## src/rtl/bus_arbiter_pkg.sv

```systemverilog
// Shared definitions for the bus arbiter: FSM encoding, default sizing and
// the index-width helper used by the top and the round-robin picker.
package bus_arbiter_pkg;

  typedef enum logic [1:0] {
    ST_IDLE = 2'b00,
    ST_OWN  = 2'b01,
    ST_TURN = 2'b10
  } state_t;

  localparam int unsigned DEF_NREQ     = 3;
  localparam int unsigned DEF_MAX_HOLD = 16;
  localparam int unsigned CE_W         = 8;

  // Width of a master index; never zero so single-master builds stay legal.
  function automatic int unsigned idx_w(input int unsigned n);
    return (n > 1) ? $clog2(n) : 1;
  endfunction

endpackage

```

## src/rtl/bus_arbiter_rr_picker.sv

```systemverilog
// Combinational round-robin select: the first requester after last_owner_i
// (modulo NREQ) wins.
module rr_picker
  import bus_arbiter_pkg::*;
#(
  parameter int unsigned NREQ = DEF_NREQ,
  parameter int unsigned IW   = idx_w(NREQ)
) (
  input  logic [NREQ-1:0] req_i,
  input  logic [IW-1:0]   last_owner_i,
  output logic            valid_o,
  output logic [IW-1:0]   winner_o
);

  int unsigned w_best;
  int unsigned w_dist;

  // Distance 0 is the master just after last_owner, NREQ-1 is last_owner itself.
  always_comb begin
    valid_o  = 1'b0;
    winner_o = '0;
    w_best   = NREQ;
    w_dist   = 0;
    for (int unsigned j = 0; j < NREQ; j++) begin
      w_dist = (j + NREQ - 1 - 32'(last_owner_i)) % NREQ;
      if (req_i[j] && (w_dist < w_best)) begin
        w_best   = w_dist;
        valid_o  = 1'b1;
        winner_o = IW'(j);
      end
    end
  end

endmodule

```

## src/rtl/bus_arbiter.sv

```systemverilog
// Round-robin bus arbiter with a dead TURN cycle between owners and an
// optional hold limit that forces handover when other masters are waiting.
module bus_arbiter
  import bus_arbiter_pkg::*;
#(
  parameter int unsigned NREQ     = DEF_NREQ,
  parameter int unsigned MAX_HOLD = DEF_MAX_HOLD
) (
  input  logic                   clk_i,
  input  logic                   rst_ni,
  input  logic [NREQ-1:0]        req_i,
  output logic [NREQ-1:0]        gnt_o,
  input  logic [32*NREQ-1:0]     m_addr_i,
  input  logic [32*NREQ-1:0]     m_wdata_i,
  input  logic [NREQ-1:0]        m_we_i,
  input  logic [2*NREQ-1:0]      m_hb_i,
  input  logic [CE_W*NREQ-1:0]   m_ce_i,
  output logic [31:0]            bus_addr_o,
  output logic [31:0]            bus_data_o,
  output logic                   bus_we_o,
  output logic [1:0]             bus_hb_o,
  output logic [CE_W-1:0]        bus_ce_o,
  output logic [idx_w(NREQ)-1:0] owner_o,
  output logic                   busy_o
);

  localparam int unsigned IW = idx_w(NREQ);
  localparam int unsigned CW = (MAX_HOLD > 1) ? $clog2(MAX_HOLD) : 1;
  localparam logic [CW-1:0] HOLD_LAST = CW'((MAX_HOLD == 0) ? 0 : MAX_HOLD - 1);

  state_t            r_state;
  logic [IW-1:0]     r_owner;
  logic [IW-1:0]     r_last;
  logic [CW-1:0]     r_cnt;
  logic [NREQ-1:0]   r_gnt;

  logic              w_valid;
  logic [IW-1:0]     w_winner;
  logic [NREQ-1:0]   w_owner_mask;
  logic              w_owner_req;
  logic              w_others;
  logic              w_hold_hit;

  rr_picker #(
    .NREQ (NREQ),
    .IW   (IW)
  ) u_picker (
    .req_i        (req_i),
    .last_owner_i (r_last),
    .valid_o      (w_valid),
    .winner_o     (w_winner)
  );

  assign w_owner_mask = NREQ'(1) << r_owner;
  assign w_owner_req  = |(req_i & w_owner_mask);
  assign w_others     = |(req_i & ~w_owner_mask);
  assign w_hold_hit   = (MAX_HOLD != 0) && (r_cnt == HOLD_LAST) && w_others;

  always_ff @(posedge clk_i or negedge rst_ni) begin
    if (!rst_ni) begin
      r_state <= ST_IDLE;
      r_owner <= '0;
      r_last  <= IW'(NREQ - 1);
      r_cnt   <= '0;
      r_gnt   <= '0;
    end else begin
      case (r_state)
        ST_IDLE, ST_TURN: begin
          if (w_valid) begin
            r_state <= ST_OWN;
            r_owner <= w_winner;
            r_gnt   <= NREQ'(1) << w_winner;
            r_cnt   <= '0;
          end else begin
            r_state <= ST_IDLE;
          end
        end
        ST_OWN: begin
          if (!w_owner_req || w_hold_hit) begin
            r_state <= ST_TURN;
            r_gnt   <= '0;
            r_last  <= r_owner;
          end else if (r_cnt != HOLD_LAST) begin
            // Saturate so a competitor arriving late is served at once.
            r_cnt <= r_cnt + 1'b1;
          end
        end
        default: begin
          r_state <= ST_IDLE;
          r_gnt   <= '0;
        end
      endcase
    end
  end

  always_comb begin
    bus_addr_o = '0;
    bus_data_o = '0;
    bus_we_o   = 1'b0;
    bus_hb_o   = '0;
    bus_ce_o   = '0;
    for (int unsigned k = 0; k < NREQ; k++) begin
      if ((r_state == ST_OWN) && (r_owner == IW'(k))) begin
        bus_addr_o = m_addr_i[32*k +: 32];
        bus_data_o = m_wdata_i[32*k +: 32];
        bus_we_o   = m_we_i[k];
        bus_hb_o   = m_hb_i[2*k +: 2];
        bus_ce_o   = m_ce_i[CE_W*k +: CE_W];
      end
    end
  end

  assign gnt_o   = r_gnt;
  assign owner_o = r_owner;
  assign busy_o  = |r_gnt;

endmodule
```

## config.mk

```make
export PLATFORM = sky130hd
export DESIGN_NAME = bus_arbiter
export DESIGN_NICKNAME = d
export VERILOG_FILES = /design/src/rtl/bus_arbiter_pkg.sv /design/src/rtl/bus_arbiter_rr_picker.sv /design/src/rtl/bus_arbiter.sv
export SDC_FILE = /design/constraint.sdc
export NUM_CORES = 1
export LEC_CHECK = 0
export ABC_AREA = 1
export CORE_AREA = 2 2 122 124
export CTS_BUF_LIST = sky130_fd_sc_hd__clkbuf_4
export DETAILED_ROUTE_END_ITERATION = 10
export DIE_AREA = 0 0 124 126
export GPL_TIMING_DRIVEN = 0
export PLACE_DENSITY = 0.68
export SYNTH_ARGS = -nofsm -noshare
export SYNTH_HDL_FRONTEND = slang
export SYNTH_SLANG_ARGS = --single-unit
```

## constraint.sdc

```tcl
create_clock -name clk_i -period 6.7 [get_ports clk_i]
set_clock_uncertainty 0.15 [all_clocks]
set_input_delay 1.34 -clock clk_i [delete_from_list [all_inputs] [get_ports clk_i]]
set_output_delay 1.34 -clock clk_i [all_outputs]
set_load 0.02 [all_outputs]
```

=== After elaboration in Yosys (flattened, before gate mapping) ===
Cells that the tools add are included.

* Bits of input ports: 230
* Output and inout port bits: 81
* Register bits: 13
* Logic and storage cells: 82

* Add/subtract/negate cells: 4
* Equality and inequality tests: 10
* Reductions and logical operators: 20
* $lt $le $gt $ge: 3
* Shifts and indexed selects: 2
* Bitwise logic cells: 3
* Multiplexer cells: 32
* Div/mod/pow operators: 3

{| class="wikitable"
|+ Operators by type and width
! cell !! count
|-
| 32-bit two-way mux || 8
|-
| 32-bit by 2-bit remainder unit with 32-bit output (second input constant) || 3
|-
| 32-bit < comparator || 2
|-
| 32-bit by 2-bit < comparator with 1-bit output (second input constant) || 1
|-
| 8-bit two-way mux || 3
|-
| 4-bit two-way mux || 3
|-
| 2-bit two-way mux || 5
|-
| 3-bit OR reduction || 3
|-
| 1-bit two-way mux || 8
|-
| 4-bit case mux with 2 select lines || 1
|-
| 1-bit logical AND || 7
|-
| 3-bit AND || 2
|-
| 3-bit two-way mux || 2
|-
| 2-bit != test (second input constant) || 3
|-
| 3-bit case mux with 2 select lines || 1
|-
| 2-bit AND reduction || 3
|-
| 1-bit by 2-bit left shift with 3-bit output (first input constant) || 2
|-
| 2-bit by 2-bit subtractor with 3-bit output (first input constant) || 2
|-
| 4-bit by 1-bit adder with 4-bit output (second input constant) || 1
|-
| 2-bit by 1-bit == test with 1-bit output (second input constant) || 2
|-
| 2-bit == test (second input constant) || 2
|-
| 4-bit == test (second input constant) || 1
|-
| 2-bit zero test || 2
|-
| 4-bit != test (second input constant) || 1
|-
| other kinds (9) || 9
|}

=== Logic depth before layout (Yosys ltp) ===
Gate-level depths: netlist of run 1.

* Depth after elaboration: 14
* Gate-level depth with buffers: 34

=== Modules after synthesis ===
A second synthesis of run 1 with hierarchy kept.

* Cell total of the unflattened synthesis: 584
* Area total of the unflattened synthesis: 3484.6 sq um

{| class="wikitable"
|+ By module, submodules not included
! module !! seq. area each (sq um) !! instances !! area each (sq um) !! cells each
|-
| bus_arbiter || 326.6 || 1 || 2373.5 || 430
|-
| rr_picker || 0.0 || 1 || 1111.1 || 154
|}

=== Worst setup path before layout of run 1 ===
No wires, ideal clock.

* Path kind: register to register
* Start: register r_last[1]
* End: register r_cnt[0]
* Path slack: 2135 ps
* Buffers on the path: 0
* Period minus slack after synthesis: 4565 ps
* Arrival: 4298 ps
* Setup time: 117 ps
* Required time: 6433 ps
* Cell stages (with the launch flop): 18
* Cell sequence: dfstp_2 inv_1 ha_1 nor3_1 inv_1 ha_1 nor2_1 ha_1 a21oi_1 nor2_1 a211oi_1 nor2_1 nor4_2 nand2_4 nand2_4 nand2_8 nand3_1 nand2_1

* Longest elaborated chain between the ends: 13

{| class="wikitable"
|+ RTL lines
! element !! RTL line !! text
|-
| start: declaration || bus_arbiter.sv:33 || <nowiki>logic [IW-1:0] r_last;</nowiki>
|-
| start signal: assignment || bus_arbiter.sv:63 || <nowiki>r_last <= IW'(NREQ - 1);</nowiki>
|-
| start signal: assignment || bus_arbiter.sv:82 || <nowiki>r_last <= r_owner;</nowiki>
|-
| 2-bit by 2-bit subtractor with 3-bit output || bus_arbiter_rr_picker.sv:25 || <nowiki>w_dist = (j + NREQ - 1 - 32'(last_owner_i)) % NREQ;</nowiki>
|-
| 32-bit by 2-bit remainder unit with 32-bit output || bus_arbiter_rr_picker.sv:25 ||
|-
| 32-bit by 2-bit < comparator with 1-bit output || bus_arbiter_rr_picker.sv:26 || <nowiki>if (req_i[j] && (w_dist < w_best)) begin</nowiki>
|-
| 1-bit logical AND || bus_arbiter_rr_picker.sv:26 ||
|-
| 32-bit two-way mux || bus_arbiter_rr_picker.sv:26 ||
|-
| 32-bit < comparator || bus_arbiter_rr_picker.sv:26 ||
|-
| 1-bit logical AND || bus_arbiter_rr_picker.sv:26 ||
|-
| 32-bit two-way mux || bus_arbiter_rr_picker.sv:26 ||
|-
| 32-bit < comparator || bus_arbiter_rr_picker.sv:26 ||
|-
| 1-bit logical AND || bus_arbiter_rr_picker.sv:26 ||
|-
| 1-bit two-way mux * || bus_arbiter_rr_picker.sv:26 ||
|-
| 2-bit by 1-bit != test with 1-bit output (no source line) * || - ||
|-
| 4-bit AND reduction (no source line) * || - ||
|-
| end signal: assignment || bus_arbiter.sv:85 || <nowiki>r_cnt <= r_cnt + 1'b1;</nowiki>
|-
| end: declaration || bus_arbiter.sv:34 || <nowiki>logic [CW-1:0] r_cnt;</nowiki>
|}

Mark *: on every way between the ends. The rest lies on a longest branch, timed or not.
A chain may end at the register's enable or synchronous reset.

=== Final worst setup path of run 1 ===
* Start: register r_state[0]
* End: output port bus_addr_o[15]

* Longest elaborated chain between the ends: 5

{| class="wikitable"
|+ RTL lines
! element !! RTL line !! text
|-
| start: declaration || bus_arbiter.sv:31 || <nowiki>state_t r_state;</nowiki>
|-
| start signal: assignment || bus_arbiter.sv:61 || <nowiki>r_state <= ST_IDLE;</nowiki>
|-
| start signal: assignment || bus_arbiter.sv:70 || <nowiki>r_state <= ST_OWN;</nowiki>
|-
| start signal: assignment || bus_arbiter.sv:75 || <nowiki>r_state <= ST_IDLE;</nowiki>
|-
| 2-bit by 1-bit == test with 1-bit output * || bus_arbiter.sv:103 || <nowiki>if ((r_state == ST_OWN) && (r_owner == IW'(k))) begin</nowiki>
|-
| 1-bit logical AND || bus_arbiter.sv:103 ||
|-
| 32-bit two-way mux (2 in series) || bus_arbiter.sv:103 ||
|-
| 32-bit two-way mux * || bus_arbiter.sv:103 ||
|-
| end: declaration || bus_arbiter.sv:18 || <nowiki>output logic [31:0] bus_addr_o,</nowiki>
|}

Marked as above.

==> summary.txt, run 1 <==
Clock network
  – Post-cts resize count: 0
  – Post CTS Setup Buffer Count: 0
  – Num CTS Buffers: 3
  – Hold-fix buffers, CTS: 0
  – Clock Tree Buf Depth: 2
  – Clk Tree Root Cell: clkbuf_4
  – CTS tree: built
  – # clock sinks: 13
  – Clk Latency, worst-skew pair: 0.28 ns
  – Clock slew at reported path FFs: 0.09 ns
  – H-tree depth: 1

Power and ir drop
  – Switching Share: 57.9%
  – Max VDD drop: 0.210 mV
  – Clock share of power: 2.2%
  – Leak pwr: 2.96 nW
  – Reg power frac: 5.5%
  – Pwr dens: 361 nW/um2
  – Psw: 1.44 mW
  – Combinational power share: 92.3%
  – Cell internal pwr: 1.05 mW

Outcome
  – Status: finished clean

Setup path
  – Slowest-stage cell, CP: clkdlybuf4s50_1
  – Crit-path leading delay family: buffers and inverters
  – CP endpoint kind: primary output
  – Critical path launch point type: flop
  – Worst Path Arrival: 3.82 ns
  – CP dominant cell by count: inv_2
  – Crit path cell chain: inv_2 > nor2_1 > inv_2 > nor3_1 > clkbuf_1 > buf_1 > nand2_1 > nand3_1 > clkdlybuf4s50_1
  – Crit path buffers/inverters: 5
  – Critical setup path kind: reg -> out
  – Worst EP required: 5.21 ns
  – Crit-path max cell delay: 0.64 ns
  – CP max FO: 10

Timing
  – Transition time of the tightest slew-check pin: 1.01 ns
  – Unrepaired setup endpoints after global routing: no
  – Setup TNS: 0 ns
  – Hold Vio Cnt, Final: 0
  – Fin crit period: 5.31 ns
  – Final period utilization: 79.2%
  – Slew HR: 32.4%
  – Hold slack: 0.350 ns
  – F_max: 0.188 GHz
  – Fin. max-slew vios: 0
  – # setup viols final: 0

GRT
  – Largest net degree at the start of global routing: 14
  – GRT Util Overall: 24.8%
  – Initial antenna violation count: 3
  – Total gr overflow: 0
  – Vias in the first global route: 5,058
  – First-pass GRT wire length: 29,200 um

Drt
  – Via count: 5,435
  – DRC: 0
  – TritonRoute pass-1 iters: 5
  – Routed WL: 20,200 um
  – DRT antenna net count: 0
  – WL/cell: 18.0 um
  – Via density per instance: 4.85
  – DR iter-0 viols: 433

Floorplanning
  – Num rows: 44
  – Initial core utilization: 23.7%
  – # IOs: 311
  – Core Box Area: 14,300 um2
  – Vert. Die Dim: 126 um
  – Die ar.: 15,600 um2
  – Die width: 124 um

Placed design
  – Placed Instance Area: 6850 um2
  – Placed cells: 1,116
  – Hpwl dp: 17,200 um
  – GPL Wtd Cong: 0.908
  – I/O Buffers: 310

Logic synthesis
  – Syn avg cell area: 5.73 um2
  – Leading area contributor after synthesis: nand3_1
  – Top cells by count, synth: nand3_1 (241), nand2_1 (139), ha_1 (46)
  – Top FF cell, synth: dfrtp_1
  – Post-synth cell types: 30
  – Post-synth top area share: 35.6%
  – Mapped Area: 3390 um2
  – Synth Instances: 592
  – Seq/Total Area, Yosys: 9.63%
  – Number of flops mapped to enable cells by yosys: 0
  – Async SR Flop Fraction: 100%
  – Yosys warns: 0
  – Largest cells by area after synthesis: nand3_1 (36%), ha_1 (17%), nand2_1 (15%)
  – Flops & latches, synth: 13
  – Most numerous cell in the Yosys netlist: nand3_1

Flow run
  – MaxCap Viol Count: 0

Cells and area
  – Number of nets in the layout: 1,213
  – Util after Layout: 48.1%
  – Final instance area: 6880 um2
  – Final Non-Filler Cells: 1,121
  – Area grow syn2layout: 103%
  – Share of cells above drive strength 1: 2.67%

Hold path
  – Worst Hold Class: reg -> reg
## cells in the final DEF (no fill, tap or decap), types with 3 or more instances in the layout
master / synthesis / routed
clkdlybuf4s50_1: 0 / 310
nand3_1: 241 / 241
nand2_1: 139 / 139
ha_1: 46 / 46
conb_1: 1 / 30
clkbuf_1: 29 / 29
inv_1: 27 / 27
nor2_1: 25 / 25
a21oi_1: 14 / 14
buf_1: 12 / 12
dfrtp_1: 12 / 12
o21ai_0: 7 / 7
nor3_1: 5 / 4
nand4_1: 4 / 4
clkbuf_4: 0 / 4
nand2_2: 3 / 3
inv_2: 3 / 3
a211oi_1: 3 / 3
nand2_4: 3 / 3
## kinds of logic after synthesis
family	after synthesis	share of synthesized area, %
compound gates	30	5.13
xor+xnor	1	0.258
fa+ha+maj	46	17.0
buf+inv	71	7.86
flops	13	9.63
other cells	1	0.111
simple gates	430	60.0
## per-layer routing
| metal | global-route usage, % | up-vias | share of wire (%) |
|---|---|---|---|
| met5 | 0 | - | 0.11 |
| met4 | 3.30 | 4 | 1.1 |
| met3 | 6.88 | 23 | 11 |
| met2 | 36.7 | 272 | 41 |
| met1 | 36.6 | 2416 | 46 |
| li1 | - | 2720 | - |
## sequential cells by signal (all words and copies together) (netlist names)
register / cells
owner_o: 2
r_cnt: 4
r_last: 2
r_state: 2
gnt_o: 3
## layout make-up
type	count	area, um2
sequential	13	327
tap	184	230
clock buffer	4	30.0
inverter	30	113
antenna	1	2.50
buffer	41	154
timing repair buffer	311	3110
multi-input combinational	537	2910
fill	1518	7430
## stage by stage
stage | setup slack [ns] | power (mW)
after floorplan | 2.13 | 1.45
after global placement | 1.14 | 2.41
final | 1.39 | 2.48
after CTS | 1.36 | 2.50
after detailed placement | 1.69 | 2.43
after global routing | 1.06 | 2.72
## tightest hold or removal path, delay by kind of cell (launching register included)
kind / cells / cell delay, ns
AND/OR/NAND/NOR: 2 / 0.11
flip-flops: 1 / 0.36
## power groups by stage
stage | Clock (mW) | Sequential [mW] | Combinational, mW
after global routing | 0.0579 | 0.142 | 2.52
after global placement | 0 | 0.138 | 2.27
after floorplan | 0 | 0.148 | 1.31
final | 0.0548 | 0.136 | 2.29
after detailed placement | 0 | 0.139 | 2.29
after CTS | 0.0552 | 0.137 | 2.31
## path summary, 6_finish.rpt
kind / start / to / slack, ns / cells past startpoint
setup / recovery: r_state[0] / bus_addr_o[15] / 1.39 / 9
hold / removal: gnt_o[2] / gnt_o[2] / 0.35 / 2
setup reg to reg: r_last[1] / r_cnt[2] / 2.26 / 19
hold reg to reg: gnt_o[2] / gnt_o[2] / 0.35 / 2
max in group asynchronous: rst_ni / r_cnt[2] / 4.72 / 1
min in group asynchronous: rst_ni / r_state[0] / 1.28 / 1
Note: power is estimated with default switching activity, not from simulation.
==> run 2, diff against run 1 <==
--- a/config.mk
+++ b/config.mk
@@ -11,7 +11,7 @@
 export DETAILED_ROUTE_END_ITERATION = 10
 export DIE_AREA = 0 0 124 126
 export GPL_TIMING_DRIVEN = 0
-export PLACE_DENSITY = 0.68
+export PLACE_DENSITY = 0.7
 export SYNTH_ARGS = -nofsm -noshare
 export SYNTH_HDL_FRONTEND = slang
 export SYNTH_SLANG_ARGS = --single-unit
==> constraint.sdc (replaced) <==
create_clock -name clk_i -period 4.4 [get_ports clk_i]
set_clock_uncertainty 0.15 [all_clocks]
set_input_delay 0.88 -clock clk_i [delete_from_list [all_inputs] [get_ports clk_i]]
set_output_delay 0.88 -clock clk_i [all_outputs]
set_load 0.02 [all_outputs]
==> summary.txt, run 2 (synthesis gave the netlist of run 1 again) <==
Clock network
  – Clk Tree Root Cell: clkbuf_4
  – CTS tree: built
  – Num CTS Buffers: 3 (unchanged)
  – H-tree depth: 1 (unchanged)
  – Clock Tree Buf Depth: 2 (unchanged)
  – Clock slew at reported path FFs: 0.08 ns (about the same)
  – Hold-fix buffers, CTS: 0 (unchanged)
  – # clock sinks: 13 (unchanged)
  – Clk Latency, worst-skew pair: 0.27 ns (about the same)

Hold path
  – Hold Startpoint: gnt_o[1]
  – Hold path endpoint: gnt_o[1]
  – Worst Hold Class: reg -> reg
  – Hold depth: 2 (unchanged)

Power and ir drop
  – Switching Share: 57.7% (-0.14 points)
  – Psw: 2.23 mW (+55%)
  – Pwr Total: 3.86 mW (+55%)
  – Leak pwr: 2.99 nW (+1.0%)
  – Cell internal pwr: 1.63 mW (+56%)
  – Clock share of power: 2.1% (about the same)
  – Combinational power share: 92.4% (about the same)
  – Max VDD drop: 0.241 mV (+15%)
  – Reg power frac: 5.6% (about the same)
  – Pwr dens: 554 nW/um2 (+53%)

Timing
  – # setup viols final: 0 (unchanged)
  – Slew HR: 58.8% (+26 points)
  – Fin crit period: 4.15 ns
  – Final period utilization: 94.4%
  – Hold slack: 0.361 ns (+0.0110 ns)
  – Unrepaired setup endpoints after global routing: no
  – Transition time of the tightest slew-check pin: 0.618 ns (-0.392 ns)
  – Setup TNS: 0 ns (unchanged)
  – Hold Vio Cnt, Final: 0 (unchanged)
  – F_max: 0.241 GHz
  – Fin. max-slew vios: 0 (unchanged)

Cells and area
  – Area grow syn2layout: 106%
  – Final Non-Filler Cells: 1,125 (+0.36%)
  – Max reg flops: 4 (unchanged)
  – Final instance area: 6970 um2 (+1.3%)
  – Largest Register: r_cnt
  – Commonest non-fill, non-tap cell in the layout: clkdlybuf4s50_1
  – Fill cells: 1,476 (-2.8%)
  – Most frequent cells in the layout: clkdlybuf4s50_1 (310), nand3_1 (240), nand2_1 (139)
  – Share of cells above drive strength 1: 4.26% (+1.6 points)
  – Number of nets in the layout: 1,215 (+0.16%)

GRT
  – Largest net degree at the start of global routing: 14 (unchanged)
  – Initial antenna violation count: 6 (+3)
  – GRT Util Overall: 25.1% (+0.29 points)
  – First-pass GRT wire length: 29,300 um (+0.30%)
  – Vias in the first global route: 4,949 (-2.2%)
  – Total gr overflow: 0 (unchanged)

Floorplanning
  – Initial core utilization: 23.7% (unchanged)
  – Die ar.: 15,600 um2 (unchanged)
  – Core Box Area: 14,300 um2 (unchanged)
  – Vert. Die Dim: 126 um (unchanged)
  – Num rows: 44 (unchanged)
  – # IOs: 311 (unchanged)
  – Die width: 124 um (unchanged)

Setup path
  – Worst R2R End: r_cnt[0]
  – R2r startpoint: r_last[1]
  – Worst EP required: 3.37 ns (-1.84 ns)
  – Worst Path Arrival: 3.12 ns (-0.70 ns)
  – CP max FO: 10 (unchanged)
  – CP endpoint kind: primary output
  – Critical setup path kind: reg -> out
  – FF-to-FF setup slack: 0.35 ns (-1.91 ns)
  – R2R depth: 34 (+15)
  – Critical path launch point type: flop

Flow run
  – MaxCap Viol Count: 0 (unchanged)

Drt
  – Via count: 5,478 (+0.79%)
  – Via density per instance: 4.87 (+0.43%)
  – TritonRoute pass-1 iters: 4 (-1)
  – Routed WL: 20,600 um (+2.3%)
  – WL/cell: 18.3 um (+1.9%)
  – DR iter-0 viols: 338 (-22%)
  – DRC: 0 (unchanged)
  – DRT antenna net count: 0 (unchanged)

Placed design
  – Placed Instance Area: 6840 um2 (-0.16%)
  – Hpwl dp: 17,600 um (+2.6%)
  – GPL Wtd Cong: 0.898 (-1.0%)
  – I/O Buffers: 310 (unchanged)
  – Placed cells: 1,115 (-0.090%)

Outcome
  – Status: finished clean
==> run 2: cell count changes in the layout (fill, tap and decap cells not counted), moves of 2 or more <==
cell	delta
ha_1	-3
clkbuf_2	+4
diode_2	+2
buf_4	+3
buf_1	-2
nor2_4	+2
ha_4	+2
nor2_1	-3
clkbuf_1	-3
==> run 2: layout make-up <==
type	instances	area (um2)	area share (%)
Clock buffer	4	30.0	0.431
Inverter	30	113	1.62
Sequential cell	13	327	4.69
Tap cell	184	230	3.30
Buffer	41	163	2.33
Antenna cell	3	7.51	0.108
Timing Repair Buffer	313	3130	44.9
Multi-Input combinational cell	537	2970	42.7
==> run 2: through the flow <==
step | utilization (%) | setup slack, ns
floorplan | - | 0.199
global placement | 47.8 | -0.583
detailed placement | 47.8 | -0.544
CTS | 48.1 | 0.0650
global route | 48.6 | 0.0136
finish | 48.7 | 0.247
==> run 2: worst max-delay path by stage <==
stage	cells past startpoint	end	startpoint	slack, ns
3_3_place_gp	18	r_cnt[2]	r_last[1]	-0.58
2_1_floorplan	17	r_cnt[0]	r_last[1]	0.20
6_report	7	bus_addr_o[18]	owner_o[0]	0.25
4_1_cts	9	bus_data_o[23]	r_state[0]	0.06
3_5_place_dp	17	r_cnt[0]	r_last[1]	-0.54
5_1_grt	34	r_cnt[1]	r_last[1]	0.01
==> run 2: critical path, stage by stage, from the launching register on <==
cell	delay, ns
dfrtp_1	0.51
inv_1	0.11
nor2_1	0.33
clkbuf_1	0.52
clkbuf_1	0.45
nand3_1	0.13
nand3_1	0.16
clkdlybuf4s50_1	0.63
==> run 2: per-layer routing <==
metal	global-route usage [%]	routed length, um	vias up
met4	1.85	76	8
met1	37.4	9600	2492
met5	0	44	-
li1	-	-	2718
met3	6.88	2220	16
met2	37.6	8690	244
==> run 2: what timing repair did <==
action	CTS	global route
gates resized for setup	6	14
endpoints found under the hold margin	0	0
buffers inserted	0	3
endpoints found under the setup margin	65	60
pin swaps	0	3
==> run 2: power groups by stage <==
stage                     clock network (mW)  logic [mW]  registers, mW
final                                 0.0800        3.56          0.214
after global routing                  0.0896        3.90          0.221
after CTS                             0.0827        3.53          0.209
after detailed placement                   0        3.48          0.211
after global placement                     0        3.46          0.210
after floorplan                            0        1.99          0.225
==> run 3, diff against run 2 <==
--- a/config.mk
+++ b/config.mk
@@ -11,7 +11,7 @@
 export DETAILED_ROUTE_END_ITERATION = 10
 export DIE_AREA = 0 0 124 126
 export GPL_TIMING_DRIVEN = 0
-export PLACE_DENSITY = 0.7
+export PLACE_DENSITY_LB_ADDON = 0.08
 export SYNTH_ARGS = -nofsm -noshare
 export SYNTH_HDL_FRONTEND = slang
 export SYNTH_SLANG_ARGS = --single-unit
==> summary.txt, run 3 (synthesis gave the netlist of run 1 again) <==
Outcome
  – Status: finished clean

Setup path
  – Crit-path max cell delay: 0.63 ns (about the same)
  – Worst R2R End: r_cnt[2]
  – R2r startpoint: r_last[1]
  – CP max FO: 10 (unchanged)
  – Worst EP required: 3.37 ns (about the same)
  – Critical setup path kind: reg -> out
  – CP endpoint kind: primary output
  – Slowest-stage cell, CP: clkdlybuf4s50_1
  – Critical path launch point type: flop
  – R2R depth: 34 (unchanged)
  – Crit path cell chain: inv_2 > nor2_2 > inv_2 > nor3_1 > clkbuf_2 > clkbuf_2 > nand2_1 > nand3_1 > clkdlybuf4s50_1
  – Worst Path Arrival: 3.15 ns (+0.03 ns)
  – FF-to-FF setup slack: 0.32 ns (-0.03 ns)

Drt
  – WL/cell: 18.2 um (-0.66%)
  – Via density per instance: 4.79 (-1.6%)
  – DRC: 0 (unchanged)
  – DR iter-0 viols: 346 (+2.4%)
  – TritonRoute pass-1 iters: 5 (+1)
  – Via count: 5,379 (-1.8%)
  – DRT antenna net count: 0 (unchanged)
  – Routed WL: 20,500 um (-0.83%)

Timing
  – F_max: 0.239 GHz (-0.73%)
  – # setup viols final: 0 (unchanged)
  – Slew HR: 54.4% (-4.3 points)
  – Fin. max-slew vios: 0 (unchanged)
  – Final period utilization: 95.1% (+0.70 points)
  – Fin crit period: 4.18 ns (+0.0306 ns)
  – Hold Vio Cnt, Final: 0 (unchanged)
  – Transition time of the tightest slew-check pin: 0.683 ns (+0.0652 ns)

Cells and area
  – Number of nets in the layout: 1,216 (+0.082%)
  – Largest Register: r_cnt
  – FF/Latch Area: 327 um2 (unchanged)
  – Area grow syn2layout: 106% (about the same)
  – Antenna Cells: 0 (-3)
  – Most frequent cells in the layout: clkdlybuf4s50_1 (310), nand3_1 (240), nand2_1 (139)
  – Multi-input logic area: 2980 um2 (+0.17%)
  – Max reg flops: 4 (unchanged)
  – Commonest non-fill, non-tap cell in the layout: clkdlybuf4s50_1
  – Fill cells: 1,519 (+2.9%)
  – Share of cells above drive strength 1: 4.47% (+0.21 points)
  – Final Non-Filler Cells: 1,123 (-0.18%)

Clock network
  – CTS tree: built
  – # clock sinks: 13 (unchanged)
  – Clk Latency, worst-skew pair: 0.29 ns (+0.02 ns)
  – Clock slew at reported path FFs: 0.08 ns (about the same)
  – Clk Tree Root Cell: clkbuf_4
  – Num CTS Buffers: 3 (unchanged)
  – H-tree depth: 1 (unchanged)
  – Clock Tree Buf Depth: 2 (unchanged)

Floorplanning
  – Die ar.: 15,600 um2 (unchanged)
  – Num rows: 44 (unchanged)
  – Initial core utilization: 23.7% (unchanged)
  – Die width: 124 um (unchanged)
  – Vert. Die Dim: 126 um (unchanged)
  – Core Box Area: 14,300 um2 (unchanged)
  – # IOs: 311 (unchanged)

Hold path
  – Worst Hold Class: reg -> reg
  – Hold depth: 2 (unchanged)
  – Hold Startpoint: gnt_o[1]
  – Hold path endpoint: gnt_o[1]

GRT
  – Largest net degree at the start of global routing: 14 (unchanged)
  – GRT Util Overall: 25.3% (+0.16 points)
  – First-pass GRT wire length: 29,900 um (+2.0%)
  – GR Util met2: 41.9% (+4.3 points)
  – Total gr overflow: 0 (unchanged)
  – Met3 Use GR: 6.43% (-0.45 points)
  – Initial antenna violation count: 3 (-3)
  – Met1 GRT Util: 33.5% (-3.9 points)
  – Vias in the first global route: 5,144 (+3.9%)
  – Busiest grt layer: met2

Placed design
  – GPL Wtd Cong: 0.900 (+0.16%)
  – Hpwl dp: 17,300 um (-1.7%)
  – Placed cells: 1,115 (unchanged)
  – I/O Buffers: 310 (unchanged)

Power and ir drop
  – Switching Share: 57.6% (-0.13 points)
  – Pwr dens: 553 nW/um2 (-0.17%)
  – Pwr Total: 3.85 mW (-0.12%)
  – Reg power frac: 5.7% (about the same)
  – Leak pwr: 3.00 nW (+0.29%)
  – Combinational power share: 92.1% (-0.3 points)
  – Max VDD drop: 0.304 mV (+26%)
  – Clock share of power: 2.2% (about the same)
  – Psw: 2.22 mW (-0.34%)
  – Cell internal pwr: 1.63 mW (+0.19%)

Flow run
  – MaxCap Viol Count: 0 (unchanged)
run 3: changes by cell type in the layout (fill, tap and decap cells not counted), sizes merged:
cell,before,now
buf,13,12
diode,3,0
clkbuf,35,37
run 3: how the worst max path moves through the flow:
stage	start	end	slack, ns	cells past startpoint
6_report	r_state[0]	bus_data_o[24]	0.22	9
5_1_grt	r_last[1]	r_cnt[2]	-0.02	34
4_1_cts	r_state[0]	bus_data_o[24]	0.003	9
3_5_place_dp	r_last[1]	r_cnt[2]	-0.71	18
3_3_place_gp	r_last[1]	r_cnt[1]	-0.72	17
2_1_floorplan	r_last[1]	r_cnt[0]	0.20	17
run 3: per-stage QoR:
| step | setup TNS, ns | worst slack (ns) | instance area (um2) | hold slack [ns] | utilization, % |
|---|---|---|---|---|---|
| final | 0 | 0.216 | 6970 | 0.357 | 48.7 |
| after global routing | -0.0680 | -0.0247 | 6970 | 0.400 | 48.7 |
| after CTS | 0 | 0.00338 | 6880 | 0.357 | 48.1 |
| after detailed placement | -9.01 | -0.711 | 6840 | 0.336 | 47.8 |
| after global placement | -7.59 | -0.723 | 6840 | 0.330 | 47.8 |
| after floorplan | 0 | 0.199 | 3500 | 0.351 | - |
run 3: area by class of cell:
class,count,area share (%)
well taps,184,3.30
flip-flops and latches,13,4.68
plain buffers,41,2.32
multi-input cells,537,42.7
repair buffers,314,44.9
clock buffers,4,0.431
inverters,30,1.62
run 3: what timing repair did:
item,4_1_cts,5_1_grt
gates cloned,0,0
endpoints found under the setup margin,62,60
resized for setup,5,15
pin swaps,0,3
buffers inserted,0,4
hold buffers,0,0
run 3: power by group through the flow:
| stage | Clock, mW | Sequential (mW) | Combinational, mW |
|---|---|---|---|
| 2_1_floorplan | 0 | 0.225 | 1.99 |
| 3_3_place_gp | 0 | 0.212 | 3.47 |
| 3_5_place_dp | 0 | 0.214 | 3.47 |
| 4_1_cts | 0.0855 | 0.212 | 3.51 |
| 5_1_grt | 0.0906 | 0.228 | 3.90 |
| 6_report | 0.0862 | 0.219 | 3.55 |
run 3: critical path, delay by kind of cell, from the launching register on:
| family | cells | cell delay [ns] |
|---|---|---|
| buffers and inverters | 5 | 1.47 |
| and+or+nand+nor | 4 | 0.99 |
| DFF | 1 | 0.38 |
run 3: metal layers:
metal  up-vias  wire [um]
met3        27       1850
met4         6        342
met5         -         39
met2       237       9400
li1       2717          -
met1      2392       8820
